[src/rtl/mips_pkg.sv]
// ---------------------------------------------------------------------------
// mips_pkg
// Shared definitions for the instruction-memory boot loader.
//   loaderState_e : states of the loader FSM
//   WORD_BYTES    : bytes per instruction word
//   HDR_BYTES     : bytes in the stream header (big-endian word count)
// ---------------------------------------------------------------------------
package mips_pkg;

  typedef enum logic [2:0] {
    HDR_HI,
    HDR_LO,
    DATA,
    WRITE,
    DONE,
    ERROR
  } loaderState_e;

  localparam int WORD_BYTES = 4;
  localparam int HDR_BYTES  = 2;

endpackage

[src/rtl/adder32.sv]
// ---------------------------------------------------------------------------
// adder32
// Plain 32-bit adder, carry-out discarded.
//   i_a, i_b : operands
//   o_sum    : i_a + i_b (mod 2^32)
// ---------------------------------------------------------------------------
module adder32 (
  input  logic [31:0] i_a,
  input  logic [31:0] i_b,
  output logic [31:0] o_sum
);

  assign o_sum = i_a + i_b;

endmodule

[src/rtl/inst_mem_loader_packer.sv]
// ---------------------------------------------------------------------------
// byte_to_word_packer
// Shifts accepted bytes into a 32-bit register, first byte ending up in the
// MSB, and flags the byte that completes a word.
//   i_clk, i_rst  : clock, asynchronous active-high reset
//   i_accept      : a byte is being accepted this cycle
//   i_byte        : the byte being accepted
//   o_wordReady   : this accept is the 4th byte of a word
//   o_word        : word including the byte accepted this cycle
// ---------------------------------------------------------------------------
module byte_to_word_packer (
  input  logic        i_clk,
  input  logic        i_rst,
  input  logic        i_accept,
  input  logic [7:0]  i_byte,
  output logic        o_wordReady,
  output logic [31:0] o_word
);

  logic [31:0] r_shift;
  logic [1:0]  r_count;
  logic [31:0] w_nextWord;

  // The word is offered combinationally so the caller can latch the complete
  // word on the same edge that accepts its last byte.
  assign w_nextWord  = {r_shift[23:0], i_byte};
  assign o_word      = w_nextWord;
  assign o_wordReady = i_accept && (r_count == 2'd3);

  // The 2-bit count wraps naturally after the 4th byte, so each new word
  // starts at zero without an explicit clear.
  always_ff @(posedge i_clk or posedge i_rst) begin
    if (i_rst) begin
      r_shift <= '0;
      r_count <= '0;
    end else if (i_accept) begin
      r_shift <= w_nextWord;
      r_count <= r_count + 2'd1;
    end
  end

endmodule

[src/rtl/inst_mem_loader.sv]
// ---------------------------------------------------------------------------
// inst_mem_loader
// Boot-time writer for the instruction memory. Receives a byte stream
// (16-bit big-endian word count N, then 4*N data bytes), packs big-endian
// words and writes them from BASE_ADDR upward while holding the CPU.
//   i_clk, i_rst        : clock, asynchronous active-high reset
//   i_in_valid/i_in_data: byte stream, accepted when valid && ready
//   o_in_ready          : loader accepts a byte this cycle
//   i_reload            : in DONE, starts a new load
//   o_mem_write         : one-cycle word write strobe
//   o_mem_address       : byte address of the written word
//   o_mem_write_data    : written word, [31:24] = first byte received
//   o_cpu_hold          : processor must stay frozen
//   o_done              : load completed
//   o_error             : header count exceeded memory, sticky until reset
// ---------------------------------------------------------------------------
module inst_mem_loader
  import mips_pkg::*;
#(
  parameter int MEM_BYTES = 1024,
  parameter int BASE_ADDR = 0
) (
  input  logic        i_clk,
  input  logic        i_rst,
  input  logic        i_in_valid,
  input  logic [7:0]  i_in_data,
  output logic        o_in_ready,
  input  logic        i_reload,
  output logic        o_mem_write,
  output logic [31:0] o_mem_address,
  output logic [31:0] o_mem_write_data,
  output logic        o_cpu_hold,
  output logic        o_done,
  output logic        o_error
);

  localparam int          HDR_BITS  = HDR_BYTES * 8;
  localparam logic [31:0] MAX_WORDS = 32'((MEM_BYTES - BASE_ADDR) / WORD_BYTES);
  localparam logic [31:0] BASE      = 32'(BASE_ADDR);

  loaderState_e        r_state;
  loaderState_e        w_nextState;
  logic [7:0]          r_hdrHi;
  logic [HDR_BITS-1:0] r_wordCount;
  logic [15:0]         r_wordIdx;
  logic [31:0]         r_memAddress;
  logic [31:0]         r_memWriteData;

  logic                w_accept;
  logic                w_packAccept;
  logic                w_wordReady;
  logic [31:0]         w_packWord;
  logic [HDR_BITS-1:0] w_hdrN;
  logic [31:0]         w_addrOffset;
  logic [31:0]         w_wordAddr;

  assign w_accept     = i_in_valid && o_in_ready;
  assign w_packAccept = w_accept && (r_state == DATA);
  assign w_hdrN       = {r_hdrHi, i_in_data};
  assign w_addrOffset = {14'd0, r_wordIdx, 2'b00};

  byte_to_word_packer u_packer (
    .i_clk       (i_clk),
    .i_rst       (i_rst),
    .i_accept    (w_packAccept),
    .i_byte      (i_in_data),
    .o_wordReady (w_wordReady),
    .o_word      (w_packWord)
  );

  adder32 u_addrAdd (
    .i_a   (BASE),
    .i_b   (w_addrOffset),
    .o_sum (w_wordAddr)
  );

  // State register.
  always_ff @(posedge i_clk or posedge i_rst) begin
    if (i_rst) begin
      r_state <= HDR_HI;
    end else begin
      r_state <= w_nextState;
    end
  end

  // Next-state logic. The size check zero-extends N to 32 bits so it
  // compares cleanly against the parameter-derived word capacity.
  always_comb begin
    w_nextState = r_state;
    case (r_state)
      HDR_HI: if (w_accept) w_nextState = HDR_LO;
      HDR_LO: begin
        if (w_accept) begin
          if (w_hdrN == '0) begin
            w_nextState = DONE;
          end else if ({16'd0, w_hdrN} > MAX_WORDS) begin
            w_nextState = ERROR;
          end else begin
            w_nextState = DATA;
          end
        end
      end
      DATA:  if (w_wordReady) w_nextState = WRITE;
      WRITE: begin
        if ((r_wordIdx + 16'd1) == r_wordCount) begin
          w_nextState = DONE;
        end else begin
          w_nextState = DATA;
        end
      end
      DONE:    if (i_reload) w_nextState = HDR_HI;
      ERROR:   w_nextState = ERROR;
      default: w_nextState = HDR_HI;
    endcase
  end

  // Outputs are decoded from the state register only, so they switch on the
  // edge that enters or leaves each state.
  always_comb begin
    o_in_ready  = 1'b0;
    o_mem_write = 1'b0;
    o_cpu_hold  = 1'b1;
    o_done      = 1'b0;
    o_error     = 1'b0;
    case (r_state)
      HDR_HI, HDR_LO, DATA: o_in_ready = 1'b1;
      WRITE: o_mem_write = 1'b1;
      DONE: begin
        o_done     = 1'b1;
        o_cpu_hold = 1'b0;
      end
      ERROR:   o_error = 1'b1;
      default: o_in_ready = 1'b0;
    endcase
  end

  // Header capture, word index and the write-port registers. Address and data
  // are latched on the edge that completes a word so they are valid for the
  // whole WRITE cycle and then hold until the next word completes.
  always_ff @(posedge i_clk or posedge i_rst) begin
    if (i_rst) begin
      r_hdrHi        <= '0;
      r_wordCount    <= '0;
      r_wordIdx      <= '0;
      r_memAddress   <= BASE;
      r_memWriteData <= '0;
    end else begin
      if ((r_state == HDR_HI) && w_accept) begin
        r_hdrHi <= i_in_data;
      end
      if ((r_state == HDR_LO) && w_accept) begin
        r_wordCount <= w_hdrN;
        r_wordIdx   <= '0;
      end
      if (r_state == WRITE) begin
        r_wordIdx <= r_wordIdx + 16'd1;
      end
      if (w_wordReady) begin
        r_memAddress   <= w_wordAddr;
        r_memWriteData <= w_packWord;
      end
    end
  end

  assign o_mem_address    = r_memAddress;
  assign o_mem_write_data = r_memWriteData;

endmodule

[config.mk]
export PLATFORM = sky130hd
export DESIGN_NAME = inst_mem_loader
export DESIGN_NICKNAME = d
export VERILOG_FILES = /design/src/rtl/mips_pkg.sv /design/src/rtl/adder32.sv /design/src/rtl/inst_mem_loader_packer.sv /design/src/rtl/inst_mem_loader.sv
export SDC_FILE = /design/constraint.sdc
export NUM_CORES = 1
export LEC_CHECK = 0
export BUFFER_PORTS_ARGS = -buffer_cell sky130_fd_sc_hd__buf_2
export CORE_MARGIN = 2
export CORE_UTILIZATION = 35
export CTS_BUF_LIST = sky130_fd_sc_hd__clkbuf_8
export DETAILED_ROUTE_END_ITERATION = 10
export HOLD_SLACK_MARGIN = 0.02
export MAX_ROUTING_LAYER = met4
export PLACE_DENSITY = 0.63
export SETUP_SLACK_MARGIN = 0.3
export SYNTH_ARGS = -nofsm -noshare
export SYNTH_HDL_FRONTEND = slang
export SYNTH_SLANG_ARGS = --single-unit
[constraint.sdc]
create_clock -name i_clk -period 3.4 [get_ports i_clk]
set_clock_uncertainty 0.05 [all_clocks]
set_input_delay 0.34 -clock i_clk [delete_from_list [all_inputs] [get_ports i_clk]]
set_output_delay 0.34 -clock i_clk [all_outputs]
set_load 0.01 [all_outputs]
==> results.json, run 1 <==
{
  "die_height_um": 127,
  "cts_root_buf": "sky130_fd_sc_hd__clkbuf_8",
  "grt_max_degree": 72,
  "setup.worst_path.end_class": "flop",
  "worstPathRequired_ps": 3670,
  "via_count_of_the_first_global_routing_pass": 3662,
  "cts.sink_count": 117,
  "critical_path.n_buffers_inverters": 0,
  "antennaDiodeCount": 0,
  "grt_setup_unrepaired": "false",
  "synth_compound_area_frac": 0.0635,
  "numCtsBuffers": 17,
  "timing.critical_path.slowest_stage_cell": "sky130_fd_sc_hd__dfrtp_1",
  "seq_area_frac_synth": 0.553,
  "floorplan.initialDensity": 0.362,
  "place_worst_setup_slack_ps": 731,
  "hold_buf_cts": 1,
  "totalNegativeSetupSlack_ps": 0,
  "avgSynthCellArea_um2": 12.4,
  "grt_resource_usage_total": 0.156,
  "globalplace.congestion": 0.900,
  "synth_top_area_share": 0.553,
  "fp-row-count": 44,
  "ant_nets": 0,
  "initial_antenna_violation_count": 0,
  "ys_ff_latch": 117,
  "design.final.nets": 506,
  "power.static_leakage_nw": 2.86,
  "clock_latency_on_the_worst_skew_pair_ps": 440,
  "cts_tree": "built",
  "synthArstFlopShare": 1.00,
  "worst_r2r_endpoint": "r_state[1]",
  "ctsLongestPathBuffers": 2,
  "power.density_mw_per_mm2": 864,
  "final_layout_size_suffix_gt1_frac": 0.411,
  "grt_pass1_wl_um": 19000,
  "worst_hold_path_type": "in2reg",
  "main_combinational_cell_family_by_area_after_synthesis": "multiplexers",
  "synth.area.top_cells": "sky130_fd_sc_hd__dfrtp_1, sky130_fd_sc_hd__mux2_2, sky130_fd_sc_hd__xnor2_1",
  "synth_edf_count": 0,
  "top_level_ports": 81,
  "setup_slack_of_the_critical_path_after_layout_ps": 723,
  "fmax_mhz": 374,
  "critical_path.cell_chain": "ha_1, nand3_1, nor2_1, xnor2_1, or4_1, nor4_2, o21ai_0",
  "vdd_drop_max_uv": 510,
  "dieArea_mm2": 0.0161,
  "yosysWarnings": 0,
  "synth.area.mux_share": 0.204,
  "drt-wirelength-per-cell_um": 16.3,
  "cts.reportedPaths.clkPinSlew_ps": 80,
  "max-slew-margin-rel": 0.479,
  "syn-instance-count": 426,
  "place.detailed.hpwl_um": 7820,
  "ys.flop_type": "sky130_fd_sc_hd__dfrtp_1",
  "drt-total-wl_um": 11200,
  "port_buffers": 64,
  "mostFrequentLayoutCells": "sky130_fd_sc_hd__dfrtp_1, sky130_fd_sc_hd__mux2_2, sky130_fd_sc_hd__buf_2",
  "critPathTopFamily": "simple AND/OR/NAND/NOR gates",
  "cts.htree.levels": 4,
  "slew_violations": 0,
  "setup_viol": 0,
  "worst-endpoint-arrival_ps": 2950,
  "maxCapViolations": 0,
  "min_period_over_period": 0.787,
  "worstSetupPathType": "reg2reg",
  "synth_top_cell_by_area": "sky130_fd_sc_hd__dfrtp_1",
  "worst_reg_to_reg_cells": 7,
  "total_overflow_reported_by_the_global_router": 0,
  "min_delay_path_depth": 2,
  "post_synth_instance_area_mm2": 0.00530,
  "number_of_design_rule_violations_left_after_detail_routing": 0,
  "netlist-cell-type-count": 46,
  "sort_of_element_at_the_start_of_the_critical_path": "flop",
  "die_width_um": 127,
  "core_region_area_mm2": 0.0146,
  "maximum_net_fanout_on_the_critical_path": 9,
  "fillCellCount": 1412,
  "first_iter_violations": 213,
  "cts_post_setup_buffers_inserted": 0,
  "min_period_ps": 2680,
  "flow.area_growth_from_synthesis_pct": 16.6,
  "worst-r2r-setup-slack_ps": 720,
  "final-hold-violation-count": 0,
  "timing.rr.start": "r_wordIdx[0]",
  "route.detailed.vias_per_inst": 5.14,
  "critical-path-max-stage-delay_ps": 520,
  "outcome": "complete, no violations",
  "hold_path.startpoint": "i_in_data[4]",
  "synth-adder-area-share": 0.00472,
  "tightest_slew_ps": 779,
  "cts_resized": 0,
  "mostFrequentLayoutCell": "sky130_fd_sc_hd__dfrtp_1",
  "synth_xor_xnor_area_share": 0.0413,
  "min_delay_worst_endpoint": "u_packer.r_shift[4]",
  "simple_gate_portion_of_the_synthesized_area": 0.0862,
  "total_number_of_vias": 3539,
  "drt_pre_antenna_iters": 4
}
how the worst max path moves through the flow:
stage                 startpoint    endpoint  cells past startpoint
floorplan           r_wordIdx[1]  r_state[1]                      7
global placement    r_wordIdx[0]  r_state[1]                      7
detailed placement  r_wordIdx[0]  r_state[1]                      7
CTS                 r_wordIdx[0]  r_state[1]                      7
global route        r_wordIdx[0]  r_state[1]                      7
finish              r_wordIdx[0]  r_state[1]                      7
per-stage QoR:
step | cells | cell area (um2) | hold slack (ps) | utilization | power (W)
after floorplan | 441 | 5360 | 398 | - | 0.00351
after global placement | 656 | 5770 | 411 | 0.394 | 0.00404
after detailed placement | 656 | 5770 | 418 | 0.394 | 0.00411
after CTS | 688 | 6180 | 139 | 0.422 | 0.00540
after global routing | 688 | 6180 | 157 | 0.422 | 0.00572
final | 688 | 6180 | 178 | 0.422 | 0.00534
final cells by class:
| class | instances | area, um2 | area share |
|---|---|---|---|
| clock buffer | 18 | 248 | 0.0401 |
| clock inverter | 13 | 150 | 0.0243 |
| inverter | 6 | 26.3 | 0.00425 |
| multi-input combinational | 276 | 2180 | 0.354 |
| sequential | 117 | 2930 | 0.474 |
| tap | 184 | 230 | 0.0373 |
| timing repair buffer | 74 | 410 | 0.0664 |
registers in the layout, summed over array words and instances (netlist names):
signal	flops
r_hdrHi	8
u_packer.r_count	2
u_packer.r_shift	24
r_wordIdx	16
o_mem_write_data	32
r_state	3
o_mem_address	16
r_wordCount	16
metal layers:
layer	GRT usage	vias up	part of all wire
li1	-	1615	-
met1	0.202	1793	0.45
met2	0.232	121	0.48
met3	0.0490	10	0.059
met4	0.0556	0	0.010
met5	-	-	0
worst reg2reg max path: cells and delay by family, from the launching register on:
family | cells | cell delay [ps]
simple gates | 4 | 1360
flops | 1 | 520
compound gates | 1 | 130
xor+xnor | 1 | 100
fa+ha+maj | 1 | 390
synthesized netlist by cell type, types with 6 or more instances:
cell type,n
sky130_fd_sc_hd__nand2_1,17
sky130_fd_sc_hd__mux2_2,95
sky130_fd_sc_hd__nand3_1,7
sky130_fd_sc_hd__xor2_1,10
sky130_fd_sc_hd__nand4_1,6
sky130_fd_sc_hd__nor4_1,10
sky130_fd_sc_hd__nor2_1,20
sky130_fd_sc_hd__clkbuf_1,17
sky130_fd_sc_hd__dfrtp_1,117
sky130_fd_sc_hd__xnor2_1,15
sky130_fd_sc_hd__o21ai_0,25
sky130_fd_sc_hd__buf_4,17
sky130_fd_sc_hd__inv_1,6
power by group:
group	internal (W)	total, W	switching [W]
clock	0.000674	0.00127	0.000592
sequential	0.00194	0.00234	0.000398
combinational	0.000925	0.00173	0.000809
total	0.00354	0.00534	0.00180
cells by family after synthesis:
logic type	Yosys count
compound gates	53
simple gates	84
fa+ha+maj	2
buf+inv	48
flops	117
xor+xnor	25
mux	96
other cells	1
Note: power is estimated with default switching activity, not from simulation.
==> run 2: changes to the inputs <==
PLACE_DENSITY = 0.62   (was 0.63)
clock period = 2.6 ns   (was 3.4 ns; I/O delays follow)
==> results.json, run 2 (synthesized netlist as in run 1, its figures left out) <==
{
  "first_iter_violations": 234,
  "ant_nets": 0,
  "setup_slack_of_the_critical_path_after_layout_ps": 285,
  "cts.htree.levels": 4,
  "ctsLongestPathBuffers": 2,
  "route.detailed.vias_per_inst": 5.03,
  "grt_pass1_wl_um": 19100,
  "max-slew-margin-rel": 0.653,
  "cts.reportedPaths.clkPinSlew_ps": 70,
  "design.final.nets": 524,
  "antennaDiodeCount": 0,
  "globalplace.congestion": 0.925,
  "worstSetupPathType": "reg2reg",
  "drt_pre_antenna_iters": 6,
  "slew_violations": 0,
  "grt_setup_unrepaired": "true",
  "port_buffers": 64,
  "cts.sink_count": 117,
  "worst-endpoint-arrival_ps": 2580,
  "min_period_ps": 2310,
  "clock_latency_on_the_worst_skew_pair_ps": 440,
  "drt-wirelength-per-cell_um": 16.6,
  "tightest_slew_ps": 520,
  "fp-row-count": 44,
  "finalCoreUtilization": 0.436,
  "maximum_net_fanout_on_the_critical_path": 4,
  "setup_viol": 0,
  "totalNegativeSetupSlack_ps": 0,
  "numCtsBuffers": 17,
  "final-hold-violation-count": 0,
  "mostFrequentLayoutCells": "sky130_fd_sc_hd__dfrtp_1, sky130_fd_sc_hd__mux2_2, sky130_fd_sc_hd__buf_2",
  "via_count_of_the_first_global_routing_pass": 3498,
  "die_width_um": 127,
  "power.density_mw_per_mm2": 1140,
  "worst_hold_path_type": "in2reg",
  "initial_antenna_violation_count": 0,
  "die_height_um": 127,
  "place_worst_setup_slack_ps": 132,
  "vdd_drop_max_uv": 537,
  "min_period_over_period": 0.890,
  "cts_tree": "built",
  "setup.worst_path.end_class": "flop",
  "total_overflow_reported_by_the_global_router": 0,
  "fmax_mhz": 432,
  "grt_max_degree": 71,
  "final_layout_size_suffix_gt1_frac": 0.447,
  "mostFrequentLayoutCell": "sky130_fd_sc_hd__dfrtp_1",
  "power.static_leakage_nw": 2.98,
  "grt_resource_usage_total": 0.158,
  "core_region_area_mm2": 0.0146,
  "worstPathRequired_ps": 2860,
  "sort_of_element_at_the_start_of_the_critical_path": "flop",
  "cts_root_buf": "sky130_fd_sc_hd__clkbuf_8",
  "floorplan.initialDensity": 0.362,
  "largest_register_ffs": 32,
  "maxCapViolations": 0,
  "dieArea_mm2": 0.0161,
  "place.detailed.hpwl_um": 8280,
  "outcome": "complete, no violations",
  "top_level_ports": 81,
  "total_number_of_vias": 3554,
  "flow.area_growth_from_synthesis_pct": 20.5,
  "drt-total-wl_um": 11700,
  "number_of_design_rule_violations_left_after_detail_routing": 0
}
==> run 2: changes by cell type in the layout (fill, tap and decap cells not counted), sizes merged <==
cell / previous run / this run
bufinv: 2 / 3
clkinv: 3 / 4
buf: 73 / 91
inv: 8 / 10
clkinvlp: 6 / 3
==> run 2: routing by layer <==
metal,GRT usage,up-vias,share of wire
met2,0.231,122,0.46
li1,-,1657,-
met3,0.0423,18,0.062
met1,0.215,1757,0.47
met4,0.0498,0,0.014
met5,-,-,0
==> run 2: final timing paths <==
check                               startpoint             endpoint  slack (ps)  cells after the start
max                               r_wordIdx[0]           r_state[1]         290                      7
min                               i_in_data[6]  o_mem_write_data[6]          80                      2
max reg2reg                       r_wordIdx[0]           r_state[1]         290                      7
min reg2reg                u_packer.r_count[0]  u_packer.r_count[0]         430                      1
max in group asynchronous                i_rst         r_wordIdx[2]        1380                      4
min in group asynchronous                i_rst  o_mem_write_data[3]         360                      3
==> run 2: through the flow <==
step	power, W	cells	hold WS (ps)	area [um2]
2_1_floorplan	0.00467	441	361	5410
3_3_place_gp	0.00541	673	279	5930
3_5_place_dp	0.00548	673	288	5930
4_1_cts	0.00734	707	57.6	6380
5_1_grt	0.00773	707	68.5	6390
6_report	0.00726	707	83.5	6390
==> run 2: cell type report <==
type / count / area [um2]
Sequential cell: 117 / 2930
Tap cell: 184 / 230
Fill cell: 1354 / 8260
Clock buffer: 18 / 248
Clock inverter: 14 / 175
Multi-Input combinational cell: 276 / 2230
Timing Repair Buffer: 92 / 546
Inverter: 6 / 26.3
==> run 2: power by group <==
group,switching (W),internal (W)
registers,0.000504,0.00254
clock network,0.000793,0.000984
logic,0.00114,0.00130
total,0.00243,0.00482
==> run 2: critical path: stages, from the launching register on <==
cell and delay (ps):
sky130_fd_sc_hd__dfrtp_2 450, sky130_fd_sc_hd__ha_4 260, sky130_fd_sc_hd__xor2_1 130, sky130_fd_sc_hd__a211o_1 220, sky130_fd_sc_hd__a211o_1 270, sky130_fd_sc_hd__or4_4 430
sky130_fd_sc_hd__nor4_4 280, sky130_fd_sc_hd__o21ai_1 100
==> run 2: what timing repair did <==
action	4_1_cts	5_1_grt
pin swaps	3	0
endpoints found under the hold margin	21	0
gates resized for setup	4	2
setup buffers	1	0
hold buffers	1	0
endpoints found under the setup margin	2	2
